$ cat config.mk
export PLATFORM = sky130hd
export DESIGN_NAME = tree_sum_accumulator
export DESIGN_NICKNAME = d
export VERILOG_FILES = /design/src/rtl/tree_sum_accumulator_pkg.sv /design/src/rtl/tree_sum_accumulator_sideband_delay.sv /design/src/rtl/tree_sum_accumulator.sv
export SDC_FILE = /design/constraint.sdc
export NUM_CORES = 1
export LEC_CHECK = 0
export CAP_MARGIN = 30
export CORE_MARGIN = 10
export CORE_UTILIZATION = 35
export DETAILED_ROUTE_END_ITERATION = 8
export GPL_ROUTABILITY_DRIVEN = 0
export PLACE_DENSITY = 0.56
export REMOVE_ABC_BUFFERS = 1
export SETUP_SLACK_MARGIN = 0.05
export SKIP_LAST_GASP = 1
export SYNTH_ARGS = -nofsm -noshare
export SYNTH_HDL_FRONTEND = slang
export SYNTH_SLANG_ARGS = --single-unit
export TNS_END_PERCENT = 1
$ cat constraint.sdc
create_clock -name clock -period 2.7 [get_ports clock]
set_clock_uncertainty 0.05 [all_clocks]
set_input_delay 0.81 -clock clock [delete_from_list [all_inputs] [get_ports clock]]
set_output_delay 0.81 -clock clock [all_outputs]
set_load 0.02 [all_outputs]
$ cat src/rtl/tree_sum_accumulator_pkg.sv
// Shared types and constants for the LSD tree sum accumulator.
// clog2 matches the one used by the adder tree so the sideband delay lines up with the tree.
package tree_sum_accumulator_pkg;

  function automatic int unsigned clog2(input int unsigned value);
    int unsigned result;
    int unsigned span;
    result = 0;
    span   = 1;
    while (span < value) begin
      span   = span << 1;
      result = result + 1;
    end
    return result;
  endfunction

  typedef struct packed {
    logic valid;
    logic last;
  } sideband_t;

endpackage

$ cat src/rtl/tree_sum_accumulator_sideband_delay.sv
// DEPTH-stage resettable register chain for beat sideband; a plain wire when DEPTH is 0.
module sideband_delay #(
  parameter int unsigned DEPTH = 2,
  parameter int unsigned WIDTH = 2
) (
  input  logic             clock,
  input  logic             reset,
  input  logic [WIDTH-1:0] data_in,
  output logic [WIDTH-1:0] data_out
);

  generate
    if (DEPTH == 0) begin : g_wire
      logic unused_clock_reset;
      assign unused_clock_reset = clock ^ reset;
      assign data_out = data_in;
    end else begin : g_chain
      logic [WIDTH-1:0] stage_q [DEPTH];

      always_ff @(posedge clock) begin
        if (reset) begin
          for (int i = 0; i < DEPTH; i++) begin
            stage_q[i] <= '0;
          end
        end else begin
          stage_q[0] <= data_in;
          for (int i = 1; i < DEPTH; i++) begin
            stage_q[i] <= stage_q[i-1];
          end
        end
      end

      assign data_out = stage_q[DEPTH-1];
    end
  endgenerate

endmodule

$ cat src/rtl/tree_sum_accumulator.sv
// Accumulates adder-tree sums over last-terminated groups and hands the saturated total,
// beat count and overflow flag to a one-entry valid/ready output register.
module tree_sum_accumulator
  import tree_sum_accumulator_pkg::*;
#(
  parameter int unsigned IN_NUM    = 4,
  parameter int unsigned BIT_WIDTH = 8,
  parameter int unsigned ACC_WIDTH = 16,
  parameter int unsigned CNT_WIDTH = 8
) (
  input  logic                 clock,
  input  logic                 reset,
  input  logic                 in_valid,
  input  logic                 in_last,
  input  logic [BIT_WIDTH-1:0] sum_value,
  output logic                 out_valid,
  input  logic                 out_ready,
  output logic [ACC_WIDTH-1:0] out_sum,
  output logic [CNT_WIDTH-1:0] out_count,
  output logic                 out_overflow,
  output logic                 overrun
);

  localparam int unsigned ADD_DEPTH = clog2(IN_NUM);

  sideband_t sb_in;
  sideband_t sb_aligned;
  logic      a_valid;
  logic      a_last;

  // last is gated by valid so an idle cycle can never close a group
  assign sb_in.valid = in_valid;
  assign sb_in.last  = in_valid & in_last;

  sideband_delay #(
    .DEPTH(ADD_DEPTH),
    .WIDTH($bits(sideband_t))
  ) u_sideband_delay (
    .clock    (clock),
    .reset    (reset),
    .data_in  (sb_in),
    .data_out (sb_aligned)
  );

  assign a_valid = sb_aligned.valid;
  assign a_last  = sb_aligned.last;

  logic [ACC_WIDTH-1:0] acc_q, acc_d;
  logic [CNT_WIDTH-1:0] cnt_q, cnt_d;
  logic                 ovf_q, ovf_d;
  logic                 out_valid_q, out_valid_d;
  logic [ACC_WIDTH-1:0] out_sum_q, out_sum_d;
  logic [CNT_WIDTH-1:0] out_count_q, out_count_d;
  logic                 out_overflow_q, out_overflow_d;
  logic                 overrun_q, overrun_d;

  logic [ACC_WIDTH:0]   sum_ext;
  logic [ACC_WIDTH:0]   sum_wide;
  logic                 sum_sat;
  logic                 cnt_sat;
  logic [ACC_WIDTH-1:0] nsum;
  logic [CNT_WIDTH-1:0] ncnt;
  logic                 novf;
  logic                 group_done;
  logic                 accept;
  logic                 load;

  assign sum_ext  = {{(ACC_WIDTH + 1 - BIT_WIDTH){1'b0}}, sum_value};
  assign sum_wide = {1'b0, acc_q} + sum_ext;
  assign sum_sat  = sum_wide[ACC_WIDTH];
  assign nsum     = sum_sat ? '1 : sum_wide[ACC_WIDTH-1:0];
  assign cnt_sat  = &cnt_q;
  assign ncnt     = cnt_sat ? cnt_q : cnt_q + 1'b1;
  assign novf     = ovf_q | sum_sat | cnt_sat;

  assign group_done = a_valid & a_last;
  assign accept     = out_valid_q & out_ready;
  assign load       = group_done & (~out_valid_q | out_ready);

  always_comb begin
    acc_d          = acc_q;
    cnt_d          = cnt_q;
    ovf_d          = ovf_q;
    out_valid_d    = out_valid_q;
    out_sum_d      = out_sum_q;
    out_count_d    = out_count_q;
    out_overflow_d = out_overflow_q;
    overrun_d      = 1'b0;

    if (a_valid) begin
      if (a_last) begin
        acc_d = '0;
        cnt_d = '0;
        ovf_d = 1'b0;
      end else begin
        acc_d = nsum;
        cnt_d = ncnt;
        ovf_d = novf;
      end
    end

    if (accept) begin
      out_valid_d = 1'b0;
    end

    // A load on the accept edge is a back-to-back transfer and keeps out_valid high
    if (load) begin
      out_valid_d    = 1'b1;
      out_sum_d      = nsum;
      out_count_d    = ncnt;
      out_overflow_d = novf;
    end else if (group_done) begin
      overrun_d = 1'b1;
    end
  end

  always_ff @(posedge clock) begin
    if (reset) begin
      acc_q          <= '0;
      cnt_q          <= '0;
      ovf_q          <= 1'b0;
      out_valid_q    <= 1'b0;
      out_sum_q      <= '0;
      out_count_q    <= '0;
      out_overflow_q <= 1'b0;
      overrun_q      <= 1'b0;
    end else begin
      acc_q          <= acc_d;
      cnt_q          <= cnt_d;
      ovf_q          <= ovf_d;
      out_valid_q    <= out_valid_d;
      out_sum_q      <= out_sum_d;
      out_count_q    <= out_count_d;
      out_overflow_q <= out_overflow_d;
      overrun_q      <= overrun_d;
    end
  end

  assign out_valid    = out_valid_q;
  assign out_sum      = out_sum_q;
  assign out_count    = out_count_q;
  assign out_overflow = out_overflow_q;
  assign overrun      = overrun_q;

endmodule

## After elaboration in Yosys (flattened, before gate mapping)

Memory sizes are Yosys's and may differ from the RTL's.
Index checks and enable logic that the tools add are counted.

- Flip-flop bits (word level): 52
- Bits in latches: 0
- RAM bits: 4
- Memory bits (read-only): 0
- Input bits: 13
- Memories kept: 1

- Add/sub/neg operators: 2
- Multiply operators: 0
- Div/mod/pow operators: 0
- $lt $le $gt $ge: 0
- Eq/ne operators: 0
- Shift operators: 0
- Multiplexer cells: 13
- Bitwise operators: 10
- Reduce and logical (&&, ||, !) cells: 3

Memories:

| name | words | bits a word | read ports | clocked after Yosys merged registers in | wr ports | line | text |
|---|---|---|---|---|---|---|---|
| u_sideband_delay.g_chain.stage_q | 2 | 2 | 2 | 0 | 2 | tree_sum_accumulator_sideband_delay.sv:18 | `logic [WIDTH-1:0] stage_q [DEPTH];` |

Operators with widths:

| operator | count |
|---|---|
| two-way mux 16 bit | 2 |
| adder 16 x 8 -> 17 bit | 1 |
| two-way mux 8 bit | 2 |
| adder 8 x 1 -> 8 bit, second input constant | 1 |
| AND reduction 8 bit | 1 |
| two-way mux 1 bit | 7 |
| bitwise OR 1 bit | 5 |
| bitwise AND 1 bit | 4 |
| two-way mux 2 bit | 2 |
| nonzero test 2 bit | 1 |
| OR reduction 2 bit | 1 |
| NOT 1 bit | 1 |

## Logic depth before layout (Yosys ltp)

Gate-level depths: netlist (run 1).

- Depth in word-level cells: 4
- Gate-level depth with buffers: 8
- Depth with buffers taken out: 7

## Cells and area by module

From an unflattened synthesis (run 1), not the netlist that was laid out.

- Cells, all modules: 328
- Area total of the unflattened synthesis: 2813.9 um2

Modules (own cells, without submodules):

| module | instances | cells an instance | area an instance (um2) | sequential area each (um2) |
|---|---|---|---|---|
| tree_sum_accumulator | 1 | 318 | 2693.8 | 1041.0 |
| sideband_delay | 1 | 10 | 120.1 | 80.1 |

## Worst setup path after synthesis (run 1)

Ideal clock, no wire load.

- Path type: input port to flip-flop
- From: in sum_value[0]
- To: reg out_sum_q[14], in the netlist out_sum[14]
- Library setup time: 96 ps
- Arrival time: 2709 ps
- Slack: -154 ps
- Stages on the path: 8
- Path buffers: 1
- Cell sequence: ha_1 fa_1 a211o_1 and3b_4 or2_1 buf_6 and4_4 o41ai_2

- Word-level cells in the longest chain between the ends: 2

RTL lines:

| item | line | text |
|---|---|---|
| start: declaration | tree_sum_accumulator.sv:15 | `input logic [BIT_WIDTH-1:0] sum_value,` |
| adder 16 x 8 -> 17 bit | tree_sum_accumulator.sv:69 | `assign sum_wide = {1'b0, acc_q} + sum_ext;` |
| two-way mux 16 bit | tree_sum_accumulator.sv:71 | `assign nsum = sum_sat ? '1 : sum_wide[ACC_WIDTH-1:0];` |
| end signal: assignment | tree_sum_accumulator.sv:132 | `out_sum_q <= out_sum_d;` |
| end: declaration | tree_sum_accumulator.sv:52 | `logic [ACC_WIDTH-1:0] out_sum_q, out_sum_d;` |

No other way between the ends.
A chain may end at the register's enable or synchronous reset.

## Worst setup path after layout (run 1)

- From: in sum_value[6]
- To: reg acc_q[10]

- Word-level cells in the longest chain between the ends: 3

RTL lines:

| item | line | text |
|---|---|---|
| adder 16 x 8 -> 17 bit | tree_sum_accumulator.sv:69 |  |
| two-way mux 16 bit | tree_sum_accumulator.sv:71 |  |
| two-way mux 16 bit | tree_sum_accumulator.sv:91 | `if (a_last) begin` |
| end signal: assignment | tree_sum_accumulator.sv:119 | `acc_q <= '0;` |
| end signal: assignment | tree_sum_accumulator.sv:128 | `acc_q <= acc_d;` |
| end: declaration | tree_sum_accumulator.sv:48 | `logic [ACC_WIDTH-1:0] acc_q, acc_d;` |

No other way between the ends.

==> summary.md, run 1 <==
| Metric | Value |
|---|---|
| Leakage dissipation | `0.001352 uW` |
| CP endpoint kind | `flip-flop` |
| Critical Path AT | `2.80 ns` |
| Synthesized area | `0.002769 mm^2` |
| Area growth syn-to-layout | `35.16%` |
| Clock transition at the registers of the reported paths | `0.10 ns` |
| Worst Hold Class | `reg -> reg` |
| Synth Flop Type | `dfxtp_1` |
| Type of origin of the critical path | `primary input` |
| Full die area | `0.01187 mm^2` |
| Worst EP required | `2.86 ns` |
| Top cells by count, synth | `56 x dfxtp_1, 42 x nor2_1, 33 x nand2_1` |
| Remaining Overflow, GRT | `0` |
| Rel. slew slack | `42.14%` |
| Top cell type's share of synthesized area | `40.49%` |
| Tightest Pin Transition | `0.8647 ns` |
| Final instance area | `0.003742 mm^2` |
| Number of global-route vias before repair | `2,417` |
| Setup violations, final | `0` |
| Dpl hpwl | `5159 um` |
| RSZ-0062 raised after global routing | `true` |
| Die Wd | `108.9 um` |
| CTS tree | `done` |
| H-tree Lvls | `2` |
| Worst-Skew Late Latency | `0.31 ns` |
| WS Path Type | `in -> reg` |
| Syn Area/Cell | `8.653 um^2` |
| Maximum clock rate | `377.9 MHz` |
| # fillers | `756` |
| Number of synthesized flops with an enable pin | `0` |
| Final Hold Viols | `0` |
| Area leader, netlist | `dfxtp_1` |
| I/O Buffers | `39` |
| Die H | `108.9 um` |
| All-Layer GR Usage | `12.11%` |
| Initial antenna violation count | `0` |
| Largest net degree at the start of global routing | `32` |
| P per Cell Area | `406.8 mW/mm^2` |
| Layout cells sized above 1 | `22.54%` |
| Placed instance area | `0.003460 mm^2` |
| Synthesis warning total | `0` |
| Rows | `32` |
| Nets | `408` |
| Total wire length | `7252 um` |
| DRC Markers | `0` |
| Most numerous cell in the Yosys netlist | `dfxtp_1` |
| Synth unique cells | `59` |
| Power, Total | `1523 uW` |
| Outcome | `completed` |
| Vias/cell | `5.150` |
| Sequential share of the synthesized area | `40.49%` |
| CTS Sinks | `56` |
| Antenna Nets Post-Route | `0` |
| # IOs | `40` |
| Routed length per placed instance | `14.86 um` |
| Core area | `0.007727 mm^2` |
| Final setup margin | `0.05396 ns` |
| Synth top area cells | `dfxtp_1 40%, nor2_1 5.7%, a211oi_1 4.9%` |
| Antenna Cells | `0` |
| Final Max Tran Viols | `0` |
| Synth Instances | `320` |
| #FFs+latches synth | `56` |
| Final Hold Slack | `0.3920 ns` |
| DR iter-0 viols | `107` |
| Vias | `2,513` |
| Root Buffer | `clkbuf_8` |
| Max IR drop VDD | `0.0002673 V` |
| 1st-pass router iterations | `4` |
| Max Cap Viol | `0` |
| Tmin final | `2.646 ns` |
| Pre-CTS setup slack | `-0.6371 ns` |
| Final core utilization | `48.43%` |
| CTS Buf Count | `5` |
| Max Buffers Root-to-Sink | `2` |
| Global-route wire length before repair | `11,740 um` |
| Starting Density | `35.83%` |
| Worst-path maximum fanout | `5` |
| Asr flop ratio synth | `0%` |
| Period Utilization, post-route | `98.00%` |
cells by family (layout without fill, tap and decap cells):
kind of cell	Yosys count	after routing	share of synthesized area (%)
DFF	56	56	40.49
buffers and inverters	28	93	4.700
xor gates and xnor gates	12	12	3.796
muxes	2	2	0.7682
and+or+nand+nor	116	117	20.11
adders and majority gates	10	10	4.790
AOI/OAI and AO/OA	96	96	25.35
what timing repair did:
item	CTS	global route
setup buffers	1	2
setup endpoints to repair	34	24
resized for setup	15	17
cloned	1	0
hold buffers	0	0
pin swaps	8	11
power by group:
| group | leakage (uW) | internal [uW] | switching (uW) |
|---|---|---|---|
| clock network | 0.0000510 | 206 | 280 |
| registers | 0.000452 | 836 | 9.18 |
| logic | 0.000848 | 92.6 | 98.7 |
per-layer routing:
| metal | track usage, % | share of wire (%) |
|---|---|---|
| met5 | 0 | 0 |
| met2 | 20.09 | 49 |
| met4 | 3.578 | 0.98 |
| met3 | 2.478 | 3.8 |
| met1 | 15.45 | 46 |
worst max-delay path, cell delays in order:
cell	delay, ns
clkdlybuf4s50_1	0.46
ha_4	0.32
nand3_2	0.10
and3b_4	0.34
buf_6	0.11
o211ai_1	0.13
buf_4	0.18
nor4b_4	0.27
nor3b_2	0.07
sequential cells by signal, summed over array words and instances (netlist names):
| signal | flops |
|---|---|
| u_sideband_delay.g_chain.stage_q | 4 |
| acc_q | 16 |
| overrun | 1 |
| out_valid | 1 |
| cnt_q | 8 |
| out_overflow | 1 |
| out_sum | 16 |
| out_count | 8 |
| ovf_q | 1 |
stage by stage:
stage	std cells	setup TNS [ns]
detailed placement	476	-17.16
CTS	486	0
finish	488	0
global route	488	-0.01216
global placement	476	-16.88
floorplan	298	-1.436
layout make-up:
type	instances	area, um^2	share of cell area, %
Multi-Input combinational cell	237	1679	44.87
Sequential cell	56	1121	29.96
Timing Repair Buffer	79	699.4	18.69
Tap cell	102	127.6	3.410
Clock buffer	6	82.58	2.207
Inverter	6	22.52	0.6018
Clock inverter	2	10.01	0.2675
path summary, 6_finish.rpt:
check	start	to	slack [ns]	depth (start not counted)
setup / recovery	sum_value[6]	acc_q[10]$_SDFFE_PP0P_	0.05	9
hold / removal	u_sideband_delay.g_chain.stage_q[0][1]$_SDFF_PP0_	u_sideband_delay.g_chain.stage_q[0][3]$_SDFF_PP0_	0.39	1
setup reg to reg	acc_q[0]$_SDFFE_PP0P_	out_sum[14]$_SDFFE_PP0P_	0.44	7
hold reg to reg	u_sideband_delay.g_chain.stage_q[0][1]$_SDFF_PP0_	u_sideband_delay.g_chain.stage_q[0][3]$_SDFF_PP0_	0.39	1
cells in the final DEF (no fill, tap or decap), drive strengths merged, types with 2 or more instances in the layout:
cell type,count
a211oi,19
a31oi,4
nand2,33
a41o,2
a221oi,2
nand3,7
o41ai,2
inv,6
o21ai,16
buf,40
a311oi,3
or2,2
a21oi,22
ha,9
and2,2
or3,3
xor2,5
nand2b,2
a2111oi,2
o211ai,6
nand4,2
nand3b,2
clkinv,2
o31ai,2
a22oi,3
clkbuf,6
nor2,42
and4,5
a21o,3
clkdlybuf4s50,36
a31o,2
nor2b,4
nor3,8
xnor2,7
dfxtp,56
Note: power is estimated with default switching activity, not from simulation.
==> inputs of run 2 (changes only) <==
CAP_MARGIN = 10   (was 30)
==> results of run 2 <==
Final layout, timing and power as in run 1 (identical DEF).
